File: config.mk
export PLATFORM = sky130hd
export DESIGN_NAME = snake_ladder_engine
export DESIGN_NICKNAME = d
export VERILOG_FILES = /design/src/rtl/snake_ladder_engine.sv
export SDC_FILE = /design/constraint.sdc
export NUM_CORES = 1
export LEC_CHECK = 0
export ABC_AREA = 1
export CAP_MARGIN = 20
export CELL_PAD_IN_SITES_DETAIL_PLACEMENT = 0
export CELL_PAD_IN_SITES_GLOBAL_PLACEMENT = 2
export CORE_ASPECT_RATIO = 1.1
export CORE_MARGIN = 2
export CORE_UTILIZATION = 34
export CTS_BUF_LIST = sky130_fd_sc_hd__clkbuf_16
export DETAILED_ROUTE_END_ITERATION = 12
export PLACE_DENSITY_LB_ADDON = 0.08
export SYNTH_ARGS = -nofsm -noshare
export SYNTH_HDL_FRONTEND = slang
export SYNTH_SLANG_ARGS = --single-unit
File: constraint.sdc
create_clock -name clk -period 5.5 [get_ports clk]
set_clock_uncertainty 0.2 [all_clocks]
set_input_delay 0.55 -clock clk [delete_from_list [all_inputs] [get_ports clk]]
set_output_delay 0.55 -clock clk [all_outputs]
set_load 0.02 [all_outputs]
File: src/rtl/snake_ladder_engine.sv
// Snakes-and-ladders game engine: programmable jump table, per-turn sequencer, LFSR dice.
// Define SNL_EXT_DICE_EN to take dice from ext_die/ext_die_valid instead of the internal LFSR.
module snake_ladder_engine #(
    parameter int          NUM_PLAYERS = 2,
    parameter int          BOARD_SIZE  = 64,
    parameter int          NUM_LINKS   = 8,
    parameter int          POS_W       = 7,
    parameter logic [15:0] LFSR_SEED   = 16'hACE1
) (
    input  logic                           clk,
    input  logic                           reset,
    input  logic                           start,
    input  logic                           run,
    input  logic                           cfg_we,
    input  logic [$clog2(NUM_LINKS)-1:0]   cfg_idx,
    input  logic [POS_W-1:0]               cfg_from,
    input  logic [POS_W-1:0]               cfg_to,
    input  logic                           cfg_en,
`ifdef SNL_EXT_DICE_EN
    input  logic [2:0]                     ext_die,
    input  logic                           ext_die_valid,
`endif
    output logic [NUM_PLAYERS*POS_W-1:0]   positions,
    output logic [$clog2(NUM_PLAYERS)-1:0] cur_player,
    output logic [2:0]                     last_roll,
    output logic                           turn_done,
    output logic                           jumped,
    output logic                           game_over,
    output logic [$clog2(NUM_PLAYERS)-1:0] winner,
    output logic                           busy
);
    localparam int             PLW     = $clog2(NUM_PLAYERS);
    localparam int             IDXW    = $clog2(NUM_LINKS);
    localparam logic [POS_W:0] BOARD_X = (POS_W+1)'(BOARD_SIZE);
    localparam logic [IDXW:0]  LINKS_X = (IDXW+1)'(NUM_LINKS);
    localparam logic [PLW-1:0] LAST_PL = PLW'(NUM_PLAYERS - 1);

    typedef enum logic [2:0] {
        S_IDLE, S_ROLL, S_MOVE, S_LINK, S_CHECK, S_DONE
    } state_t;

    state_t                            state_q, state_d;
    logic [NUM_PLAYERS-1:0][POS_W-1:0] pos_q, pos_d;
    logic [PLW-1:0]                    cur_q, cur_d, winner_q, winner_d;
    logic [2:0]                        roll_q, roll_d;
    logic                              turn_done_q, turn_done_d;
    logic                              jumped_q, jumped_d;
    logic                              jflag_q, jflag_d;
    logic                              over_q, over_d;
    logic                              busy_q, busy_d;
    logic [NUM_LINKS-1:0][POS_W-1:0]   tbl_from_q, tbl_from_d;
    logic [NUM_LINKS-1:0][POS_W-1:0]   tbl_to_q, tbl_to_d;
    logic [NUM_LINKS-1:0]              tbl_vld_q, tbl_vld_d;

    logic       die_ok;
    logic [2:0] die;
`ifdef SNL_EXT_DICE_EN
    assign die_ok = ext_die_valid && (ext_die != 3'd0) && (ext_die != 3'd7);
    assign die    = ext_die;
`else
    logic [15:0] lfsr_q, lfsr_d;
    // Right-shifting Fibonacci form of taps 16,14,13,11
    assign lfsr_d = {lfsr_q[0] ^ lfsr_q[2] ^ lfsr_q[3] ^ lfsr_q[5], lfsr_q[15:1]};
    assign die_ok = 1'b1;
    assign die    = 3'(lfsr_q % 16'd6) + 3'd1;
`endif

    logic [POS_W-1:0] cur_pos;
    logic [POS_W:0]   sum;
    logic             cfg_ok, cfg_open;
    logic             hit;
    logic [POS_W-1:0] hit_to;

    assign cur_pos  = pos_q[cur_q];
    assign sum      = {1'b0, cur_pos} + (POS_W+1)'(roll_q);
    assign cfg_open = (state_q == S_IDLE) || (state_q == S_DONE);
    assign cfg_ok   = cfg_en && (cfg_from != '0) && ({1'b0, cfg_from} < BOARD_X)
                      && ({1'b0, cfg_to} <= BOARD_X);

    // Scan from the top so the lowest matching index is the one left standing
    always_comb begin
        hit    = 1'b0;
        hit_to = '0;
        for (int i = NUM_LINKS - 1; i >= 0; i--) begin
            if (tbl_vld_q[i] && (tbl_from_q[i] == cur_pos)) begin
                hit    = 1'b1;
                hit_to = tbl_to_q[i];
            end
        end
    end

    always_comb begin
        state_d     = state_q;
        pos_d       = pos_q;
        cur_d       = cur_q;
        winner_d    = winner_q;
        roll_d      = roll_q;
        turn_done_d = 1'b0;
        jumped_d    = 1'b0;
        jflag_d     = jflag_q;
        over_d      = over_q;
        busy_d      = busy_q;
        tbl_from_d  = tbl_from_q;
        tbl_to_d    = tbl_to_q;
        tbl_vld_d   = tbl_vld_q;

        if (cfg_we && cfg_open && ({1'b0, cfg_idx} < LINKS_X)) begin
            tbl_from_d[cfg_idx] = cfg_from;
            tbl_to_d[cfg_idx]   = cfg_to;
            tbl_vld_d[cfg_idx]  = cfg_ok;
        end

        if (run) begin
            case (state_q)
                S_IDLE, S_DONE: begin
                    if (start) begin
                        pos_d   = '0;
                        cur_d   = '0;
                        over_d  = 1'b0;
                        busy_d  = 1'b1;
                        state_d = S_ROLL;
                    end
                end
                S_ROLL: begin
                    if (die_ok) begin
                        roll_d  = die;
                        jflag_d = 1'b0;
                        state_d = S_MOVE;
                    end
                end
                S_MOVE: begin
                    if (sum <= BOARD_X) pos_d[cur_q] = sum[POS_W-1:0];
                    state_d = S_LINK;
                end
                S_LINK: begin
                    if (hit) begin
                        pos_d[cur_q] = hit_to;
                        jflag_d      = 1'b1;
                    end
                    state_d = S_CHECK;
                end
                S_CHECK: begin
                    turn_done_d = 1'b1;
                    jumped_d    = jflag_q;
                    if ({1'b0, cur_pos} == BOARD_X) begin
                        winner_d = cur_q;
                        over_d   = 1'b1;
                        busy_d   = 1'b0;
                        state_d  = S_DONE;
                    end else begin
                        if (roll_q != 3'd6) cur_d = (cur_q == LAST_PL) ? '0 : cur_q + 1'b1;
                        state_d = S_ROLL;
                    end
                end
                default: state_d = S_IDLE;
            endcase
        end
    end

    always_ff @(posedge clk) begin
`ifndef SNL_EXT_DICE_EN
        lfsr_q <= reset ? LFSR_SEED : lfsr_d;
`endif
        if (reset) begin
            state_q     <= S_IDLE;
            pos_q       <= '0;
            cur_q       <= '0;
            winner_q    <= '0;
            roll_q      <= '0;
            turn_done_q <= 1'b0;
            jumped_q    <= 1'b0;
            jflag_q     <= 1'b0;
            over_q      <= 1'b0;
            busy_q      <= 1'b0;
            tbl_from_q  <= '0;
            tbl_to_q    <= '0;
            tbl_vld_q   <= '0;
        end else begin
            state_q     <= state_d;
            pos_q       <= pos_d;
            cur_q       <= cur_d;
            winner_q    <= winner_d;
            roll_q      <= roll_d;
            turn_done_q <= turn_done_d;
            jumped_q    <= jumped_d;
            jflag_q     <= jflag_d;
            over_q      <= over_d;
            busy_q      <= busy_d;
            tbl_from_q  <= tbl_from_d;
            tbl_to_q    <= tbl_to_d;
            tbl_vld_q   <= tbl_vld_d;
        end
    end

    assign positions  = pos_q;
    assign cur_player = cur_q;
    assign last_roll  = roll_q;
    assign turn_done  = turn_done_q;
    assign jumped     = jumped_q;
    assign game_over  = over_q;
    assign winner     = winner_q;
    assign busy       = busy_q;

endmodule

# Yosys cells after proc, flatten, opt, wreduce, memory -nomap -nowiden
# Cells that the tools add are included.
dict set report totals {
  register_bits 163
  input_bits 23
  out_inout_bits 23
  elab_cells 145
}
dict set report classes {
  add_sub_neg 3
  n_div 1
  n_lt_le_gt_ge 7
  n_eq_ne 21
  muxes 49
  bitwise 5
  reduce_logical 30
}
# operator n
set ops {}
lappend ops {{$bwmux 56} 2}
lappend ops {{$mux 7} 12}
lappend ops {{$eq 7x7->1} 8}
lappend ops {{$mux 14} 3}
lappend ops {{$pmux 14 s3} 1}
lappend ops {{$bwmux 14} 2}
lappend ops {{$demux 7 s3} 1}
lappend ops {{$mux 1} 18}
lappend ops {{$mod 16x3->16 const B} 1}
lappend ops {{$pmux 3 s5} 1}
lappend ops {{$logic_and 1x1->1} 14}
lappend ops {{$ne 2x2->1 const B} 6}
lappend ops {{$reduce_and 5->1} 2}
lappend ops {{$add 7x3->8} 1}
lappend ops {{$bwmux 8} 1}
lappend ops {{$le 8x7->1 const B} 1}
lappend ops {{$pmux 1 s2} 4}
lappend ops {{$demux 7 s1} 1}
lappend ops {{$eq 7x7->1 const B} 1}
lappend ops {{$le 7x7->1 const B} 1}
lappend ops {{$lt 7x7->1 const B} 1}
lappend ops {{$reduce_bool 7->1} 1}
lappend ops {{$eq 3x2->1 const B} 2}
lappend ops {{$eq 3x3->1 const B} 2}
lappend ops {{other kinds (21)} 29}

# Longest topological paths before layout
# Gate-level depths: netlist (run 1).
dict set report depth {
  word_depth 15
  ltp_mapped 47
  mapped_depth_nobuf 47
}

# Least setup slack after synthesis (run 1)
# OpenSTA, ideal clock, no wires.
dict set report synth_path {
  path_kind {reg-to-reg}
  start {register cur_q, in the netlist cur_player}
  end {register pos_q (netlist bit positions[9])}
  setup_ns 0.139
  t_arrival_ns 3.806
  t_required_ns 5.161
  path_slack_ns 1.355
  path_stages_with_launch 24
  n_path_buf 2
  synth_period_minus_slack_ns 4.145
  path_cell_list {dfxtp_1 buf_2 inv_1 buf_2 nand2_1 nand2_1 inv_1 ha_1 fa_1 nand2_1 inv_1 o21ai_0 xor2_1 nand3_1 o21ai_0 o21ai_0 nand2_1 o21ai_0 nor3_2 inv_1 nor2_1 inv_1 o21ai_0 a221oi_1}
}
dict set report synth_via {
  elab_chain_len 15
  elab_cells_between_ends 49
  cone_classes {add/sub: 1; order compare: 3; eq/ne: 10; mux: 25; reduce/logical: 10}
}
# item line
set synth_lines {}
lappend synth_lines {{from (decl)} 44} ;# logic [PLW-1:0] cur_q, cur_d, winner_q, winner_d;
lappend synth_lines {{from (signal assigned)} 181} ;# cur_q <= cur_d;
lappend synth_lines {{$mux 7 (implied by the code) (2 in a row)} 74} ;# assign cur_pos = pos_q[cur_q];
lappend synth_lines {{$eq 7x7->1} 85} ;# if (tbl_vld_q[i] && (tbl_from_q[i] == cur_pos)) begin
lappend synth_lines {{$logic_and 1x1->1} 85}
lappend synth_lines {{$mux 7 (8 in a row)} 85}
lappend synth_lines {{$bwmux 14} 137} ;# pos_d[cur_q] = hit_to;
lappend synth_lines {{$mux 14} 136} ;# if (hit) begin
lappend synth_lines {{$pmux 14 s3} 114} ;# case (state_q)
lappend synth_lines {{to (signal assigned)} 180} ;# pos_q <= pos_d;
lappend synth_lines {{to (decl)} 43} ;# logic [NUM_PLAYERS-1:0][POS_W-1:0] pos_q, pos_d;
# Parallel ways exist; a longest one is shown, timed or not. The select of a mux whose other input is x is not followed.
# A chain may end at the register's enable or synchronous reset.

# Worst setup path in the final report (run 1)
dict set report layout_path {
  start {register lfsr_q[14]}
  end {register roll_q[2], in the netlist last_roll[2]}
}
dict set report layout_via {
  elab_chain_len 2
}
# item line
set layout_lines {}
lappend layout_lines {{from (decl)} 61} ;# logic [15:0] lfsr_q, lfsr_d;
lappend layout_lines {{from (signal assigned)} 162} ;# lfsr_q <= reset ? LFSR_SEED : lfsr_d;
lappend layout_lines {{$mod 16x3->16} 65} ;# assign die = 3'(lfsr_q % 16'd6) + 3'd1;
lappend layout_lines {{$add 3x1->3} 65}
lappend layout_lines {{to (signal assigned)} 183} ;# roll_q <= roll_d;
lappend layout_lines {{to (decl)} 45} ;# logic [2:0] roll_q, roll_d;
# No other way between the ends.

==> impl_metrics.csv, run 1 <==
group,metric,value,unit
route,drt-met1-wl,12290,um
cells_and_area,diodes,0,
worst_setup_path,worst_ep_arrival_time,4.49,ns
worst_setup_path,critPathCaptureType,"register",
logic_synthesis,synth.distinct_cells,43,
clock_tree,cts_sinks,163,
placement,place_hpwl,18810,um
sta,max_freq,0.2291,GHz
clock_tree,cts_tree,"built",
route,drt_iter0_drc,464,
floorplan,fp.dieW,150.4,um
cells_and_area,area_growth,17.00,%
sta,slew_headroom,50.85,%
clock_tree,cts.repair.resized,0,
worst_setup_path,path_common_cell,"nand2_1",
logic_synthesis,yosysWarnings,0,
route,wl_met3,858,um
floorplan,io-pin-count,46,
logic_synthesis,synth_area,8015,um^2
floorplan,core_area,23000,um^2
route,met2_length,12780,um
worst_setup_path,critPathRequiredTime,5.62,ns
clock_tree,post_cts_buffers,0,
global_routing,grt_first_pass_wirelength,41120,um
sta,rsz0062_at_grt,"no",
cells_and_area,final-instance-count-excl-fill,1500,
floorplan,die_area,24820,um^2
floorplan,placement_rows,58,
logic_synthesis,avgSynthCellArea,6.958,um^2
clock_tree,cts-buffers-inserted,17,
route,vias,7638,
placement,port_buffers,45,
power,p_leak,3.848,nW
worst_setup_path,crit_buf_inv,4,
sta,fin_tns_setup,0,ns
floorplan,dieHeight,165.0,um
sta,slew_viol_final,0,
clock_tree,ctsLongestPathBuffers,2,
route,wl_per_cell,17.55,um
route,drtPass1Iterations,4,
logic_synthesis,ys_seq_elements,163,
logic_synthesis,synthCells,1152,
hold_path,hp-class,"reg -> reg",
global_routing,grt_max_degree,53,
cells_and_area,drive_above_1_share,7.833,%
sta,hold_violations,0,
global_routing,antenna_found_initial,0,
global_routing,grt_pass1_vias,7146,
sta,setup_viol,0,
placement,place_congestion,0.7773,
clock_tree,clk_latency,0.43,ns
worst_setup_path,path_class,"reg -> reg",
worst_setup_path,max_stage_delay,0.32,ns
flow_run,drv_cap,0,
worst_setup_path,critical_path.top_delay_family,"simple AND/OR/NAND/NOR gates",
floorplan,initial_utilization,34.84,%
clock_tree,root_buffer,"clkbuf_16",
route,top_layer,"met4",
route,wl,26320,um
sta,post-route-period-util,79.38,%
worst_setup_path,critical_path.max_fanout,4,
logic_synthesis,mappedNetlistNets,1180,
worst_setup_path,start_kind,"register",
route,viasPerCell,5.092,
sta,worst_slew_pin_slew,0.7346,ns
power,power_density,339.0,nW/um^2
sta,fin_crit,4.366,ns
clock_tree,ctsHoldBuffers,0,
sta,holdWs,0.2499,ns
worst_setup_path,slowest_stage,"dfxtp_1",
clock_tree,cts_max_level,4,
route,postRouteAntennaNets,0,
route,drt_drc_violations_left,0,
global_routing,gr-usage-all-layers,21.76,%
outcome,outcome,"finished clean",
cells_and_area,nets,1215,
logic_synthesis,synth-seq-area-share,40.71,%
power,vdd_drop_max,0.1835,mV
global_routing,grt-ovfl-total,0,
placement,place_inst,1468,
clock_tree,path_clk_slew,0.07,ns
[logic make-up (layout without fill, tap and decap cells)]
kind of cell / after synthesis / count (layout) / share of synthesized area, %
adders and majority gates: 5 / 5 / 0.8742
and+or+nand+nor: 426 / 426 / 23.23
xor gates and xnor gates: 24 / 24 / 2.623
AOI/OAI and AO/OA: 356 / 356 / 24.07
DFF: 163 / 163 / 40.71
buffers and inverters: 178 / 226 / 8.492
[placed cells by master, fill, tap and decap left out, types with 5 or more instances in the layout]
cell type / netlist / final
nand2_1: 190 / 190
o21ai_0: 165 / 165
dfxtp_1: 163 / 163
a21oi_1: 135 / 135
nor2_1: 120 / 120
inv_1: 117 / 117
nand3_1: 56 / 56
clkdlybuf4s50_1: 0 / 44
buf_4: 0 / 27
clkbuf_16: 0 / 17
xor2_1: 15 / 15
nand2_2: 12 / 12
a221oi_1: 12 / 12
nor3_1: 11 / 11
xnor2_1: 9 / 9
nand4_1: 8 / 8
nor4_1: 9 / 8
nand3_2: 7 / 7
o22ai_1: 7 / 7
clkinv_1: 5 / 7
o21ai_1: 6 / 6
o21ai_2: 6 / 6
a211oi_1: 6 / 6
o2111ai_1: 5 / 5
inv_6: 0 / 5
[cell type report]
| cell class | count | area, um^2 |
|---|---|---|
| Clock buffer | 17 | 425.4 |
| Clock inverter | 15 | 130.1 |
| Fill cell | 2427 | 13630 |
| Inverter | 122 | 457.9 |
| Multi-Input combinational cell | 811 | 4078 |
| Sequential cell | 163 | 3263 |
| Tap cell | 300 | 375.4 |
| Timing Repair Buffer | 72 | 648.1 |
[per-stage QoR]
stage          setup slack [ns]  area, um^2  util (%)  total power, mW
2_1_floorplan             1.355        8015         -            1.812
3_3_place_gp              1.174        8822     38.35            2.062
3_5_place_dp              1.116        8822     38.35            2.056
4_1_cts                   1.089        9378     40.76            3.213
5_1_grt                  0.4879        9378     40.76            3.343
6_report                  1.134        9378     40.76            3.180
[sequential cells by signal, summed over array words and instances, names as in the netlist]
signal and flops:
tbl_from_q 56, tbl_to_q 56, lfsr_q 16, positions 14, tbl_vld_q 8, last_roll 3
state_q 3, busy 1, cur_player 1, game_over 1, jflag_q 1, jumped 1
turn_done 1, winner 1
[report_power, final]
group	leakage, nW	internal (mW)	switching [mW]
logic	2.26	0.260	0.496
clock network	0.264	0.626	0.526
registers	1.33	1.23	0.0370
total	3.85	2.12	1.06
[cells in the mapped netlist (all sizes together)]
cell type  number  area [um^2]
nand3          63        350.3
fa              1        20.02
inv           117        439.2
a31oi           3        18.77
dfxtp         163         3263
nor4           10        68.81
a2111oi         2        17.52
or2             4        25.02
xnor2           9        78.83
o21ai         177        908.4
o31ai           2        15.01
o2111ai         5        43.79
clkinv          5        18.77
nand3b          3        22.52
nand4           8        50.05
clkbuf         47        176.4
o21a            1        7.510
a22oi           2        15.01
and2            1        6.260
a211oi          6        45.04
o221ai          1        8.760
nor2          120        450.4
xor2           15        131.4
a221oi         12        105.1
nor3           12        65.06
o211ai          1        7.510
nor4b           2        23.77
a21oi         137        693.2
ha              4        50.05
o22ai           7        43.79
nand2         203        799.5
buf             9        46.29
[worst paths after layout]
| kind | cells past startpoint | slack [ns] | start | endpoint |
|---|---|---|---|---|
| setup / recovery | 40 | 1.13 | lfsr_q[14] | last_roll[2] |
| hold / removal | 2 | 0.25 | tbl_to_q[19] | tbl_to_q[19] |
| setup reg to reg | 40 | 1.13 | lfsr_q[14] | last_roll[2] |
| hold reg to reg | 2 | 0.25 | tbl_to_q[19] | tbl_to_q[19] |
[per-layer routing]
layer / GRT usage [%] / vias up
met2: 36.94 / 147
li1: - / 3935
met5: 0 / -
met3: 2.486 / 25
met1: 29.07 / 3531
met4: 6.218 / 0
[worst min-delay path, delay by kind of cell (launching register included)]
kind / cells / cell delay (ns)
flip-flops: 1 / 0.30
buffers and inverters: 1 / 0.05
AO/OA/AOI/OAI: 1 / 0.05
Note: power is estimated with default switching activity, not from simulation.
==> run 2, diff against run 1 <==
CORE_UTILIZATION = 31   (was 34)
clock period = 4 ns   (was 5.5 ns; I/O delays follow)
==> run 2 against run 1 <==
  * Setup slack worse by 1.6 ns
  * Critical endpoint unchanged
  * The flow now finishes with violations (negative setup slack)
  * Highest routed layer unchanged
  * Hold slack better by 0.0051 ns
  * Sequential power is 38% higher
  * Combinational power rose by 69%
==> impl_metrics.csv, run 2 (synthesis results as in run 1) <==
group,metric,value,unit
sta,fin_crit,4.433,ns
outcome,failed_checks,"negative setup slack",
placement,place_hpwl,19470,um
power,power_density,474.1,nW/um^2
worst_setup_path,slowest_stage,"dfxtp_2",
floorplan,io-pin-count,46,
clock_tree,cts_tree,"built",
global_routing,grt_first_pass_wirelength,42440,um
route,postRouteAntennaNets,0,
placement,dp_slack,-0.3695,ns
route,wl_per_cell,17.09,um
flow_run,drv_cap,0,
cells_and_area,drive_above_1_share,15.84,%
sta,worst_slew_pin_slew,0.7610,ns
floorplan,fp.dieW,157.3,um
sta,slew_viol_final,0,
power,p_leak,4.140,nW
sta,hold_violations,0,
global_routing,gr-usage-all-layers,20.26,%
hold_path,hold_start,"tbl_to_q[19]",
worst_setup_path,critPathRequiredTime,4.14,ns
cells_and_area,diodes,0,
worst_setup_path,start_kind,"register",
hold_path,whs_endpoint,"tbl_to_q[19]",
route,drt_iter0_drc,338,
placement,place_congestion,0.8279,
clock_tree,cts-buffers-inserted,17,
clock_tree,cts_sinks,163,
route,drtPass1Iterations,5,
route,vias,7847,
global_routing,antenna_found_initial,0,
sta,max_freq,0.2256,GHz
floorplan,placement_rows,61,
worst_setup_path,rr_startpoint,"lfsr_q[14]",
cells_and_area,nets,1259,
floorplan,die_area,27160,um^2
placement,place_inst,1549,
worst_setup_path,critPathCaptureType,"register",
clock_tree,root_buffer,"clkbuf_16",
global_routing,grt_max_degree,73,
route,drt_drc_violations_left,0,
cells_and_area,mostFrequentLayoutCell,"nand2_1",
cells_and_area,reg_top3,"tbl_from_q x56, tbl_to_q x56, lfsr_q x16",
worst_setup_path,critical_path.max_fanout,4,
clock_tree,ctsHoldBuffers,0,
sta,layout_setup_ws,-0.4325,ns
cells_and_area,final-instance-count-excl-fill,1590,
floorplan,initial_utilization,31.63,%
worst_setup_path,r2r_slack,-0.43,ns
floorplan,dieHeight,172.6,um
cells_and_area,final_cell_mix,"nand2_1, o21ai_0, dfxtp_1",
sta,setup_viol,2,
worst_setup_path,crit_start,"lfsr_q[14]",
worst_setup_path,worst_ep_arrival_time,4.58,ns
global_routing,grt-ovfl-total,0,
clock_tree,ctsLongestPathBuffers,2,
clock_tree,clk_latency,0.44,ns
clock_tree,cts_max_level,4,
sta,fin_tns_setup,-0.6566,ns
worst_setup_path,path_common_cell,"nand2_2",
hold_path,hp-class,"reg -> reg",
worst_setup_path,reg2regPathDepth,38,
global_routing,grt_pass1_vias,7631,
placement,port_buffers,45,
hold_path,whs_path_depth,2,
cells_and_area,area_growth,25.82,%
sta,post-route-period-util,110.8,%
worst_setup_path,path_class,"reg -> reg",
cells_and_area,nFillCells,2764,
worst_setup_path,max_stage_delay,0.34,ns
route,viasPerCell,4.935,
worst_setup_path,r2r-end,"last_roll[2]",
route,wl,27170,um
floorplan,core_area,25340,um^2
sta,slew_headroom,49.27,%
power,vdd_drop_max,0.2620,mV
outcome,outcome,"finished with violations",
clock_tree,path_clk_slew,0.08,ns
sta,rsz0062_at_grt,"yes",
-- run 2: cell types whose count changed in the layout (fill, tap and decap cells not counted), sizes merged --
cell / previous run / this run
inv: 123 / 126
bufinv: 1 / 2
clkinvlp: 3 / 1
clkinv: 10 / 8
buf: 28 / 72
-- run 2: stage by stage --
| step | power, mW | hold slack (ns) | utilization [%] | area (um^2) |
|---|---|---|---|---|
| after CTS | 4.714 | 0.2600 | 38.99 | 9881 |
| after global placement | 2.910 | 0.2348 | 36.19 | 9170 |
| after floorplan | 2.493 | 0.2240 | - | 8018 |
| after detailed placement | 2.905 | 0.2475 | 36.19 | 9170 |
| after global routing | 5.028 | 0.2782 | 39.80 | 10080 |
| final | 4.781 | 0.2549 | 39.80 | 10080 |
-- run 2: area by class of cell --
cell class                      count  area (um^2)  share of cell area [%]
Multi-Input combinational cell    811         4292                   42.56
Clock buffer                       17        425.4                   4.218
Tap cell                          346        432.9                   4.293
Clock inverter                     15        190.2                   1.886
Timing Repair Buffer              116         1018                   10.10
Sequential cell                   163         3268                   32.41
Inverter                          122        457.9                   4.541
-- run 2: what timing repair did --
item	4_1_cts	5_1_grt
buffers inserted	5	4
endpoints found under the setup margin	2	16
pin swaps	23	29
gates resized for setup	19	56
-- run 2: how the worst max path moves through the flow --
stage	endpoint	slack [ns]	cells past startpoint
2_1_floorplan	positions[9]	0.007	23
3_3_place_gp	last_roll[2]	-0.29	40
3_5_place_dp	last_roll[2]	-0.37	40
4_1_cts	last_roll[2]	-0.35	40
5_1_grt	last_roll[2]	-0.83	44
6_report	last_roll[2]	-0.43	38
-- run 2: power breakdown --
part           internal (mW)  switching, mW  total (mW)
registers               1.70         0.0508        1.75
clock network          0.954          0.801        1.76
logic                  0.494          0.784        1.28
total                   3.14           1.64        4.78
-- run 2: routing by layer --
metal	up-vias	part of all wire, %	track usage (%)
met5	-	0	0
met4	0	2.1	6.667
met3	29	3.0	2.481
met2	144	49	34.66
met1	3651	46	26.29
li1	4023	-	-
-- run 2: critical path, delay by kind of cell (launching register included) --
kind | cells | cell delay (ns)
and+or+nand+nor | 21 | 1.73
buffers and inverters | 6 | 0.47
AOI/OAI and AO/OA | 10 | 1.40
DFF | 1 | 0.34
adders and majority gates | 1 | 0.17
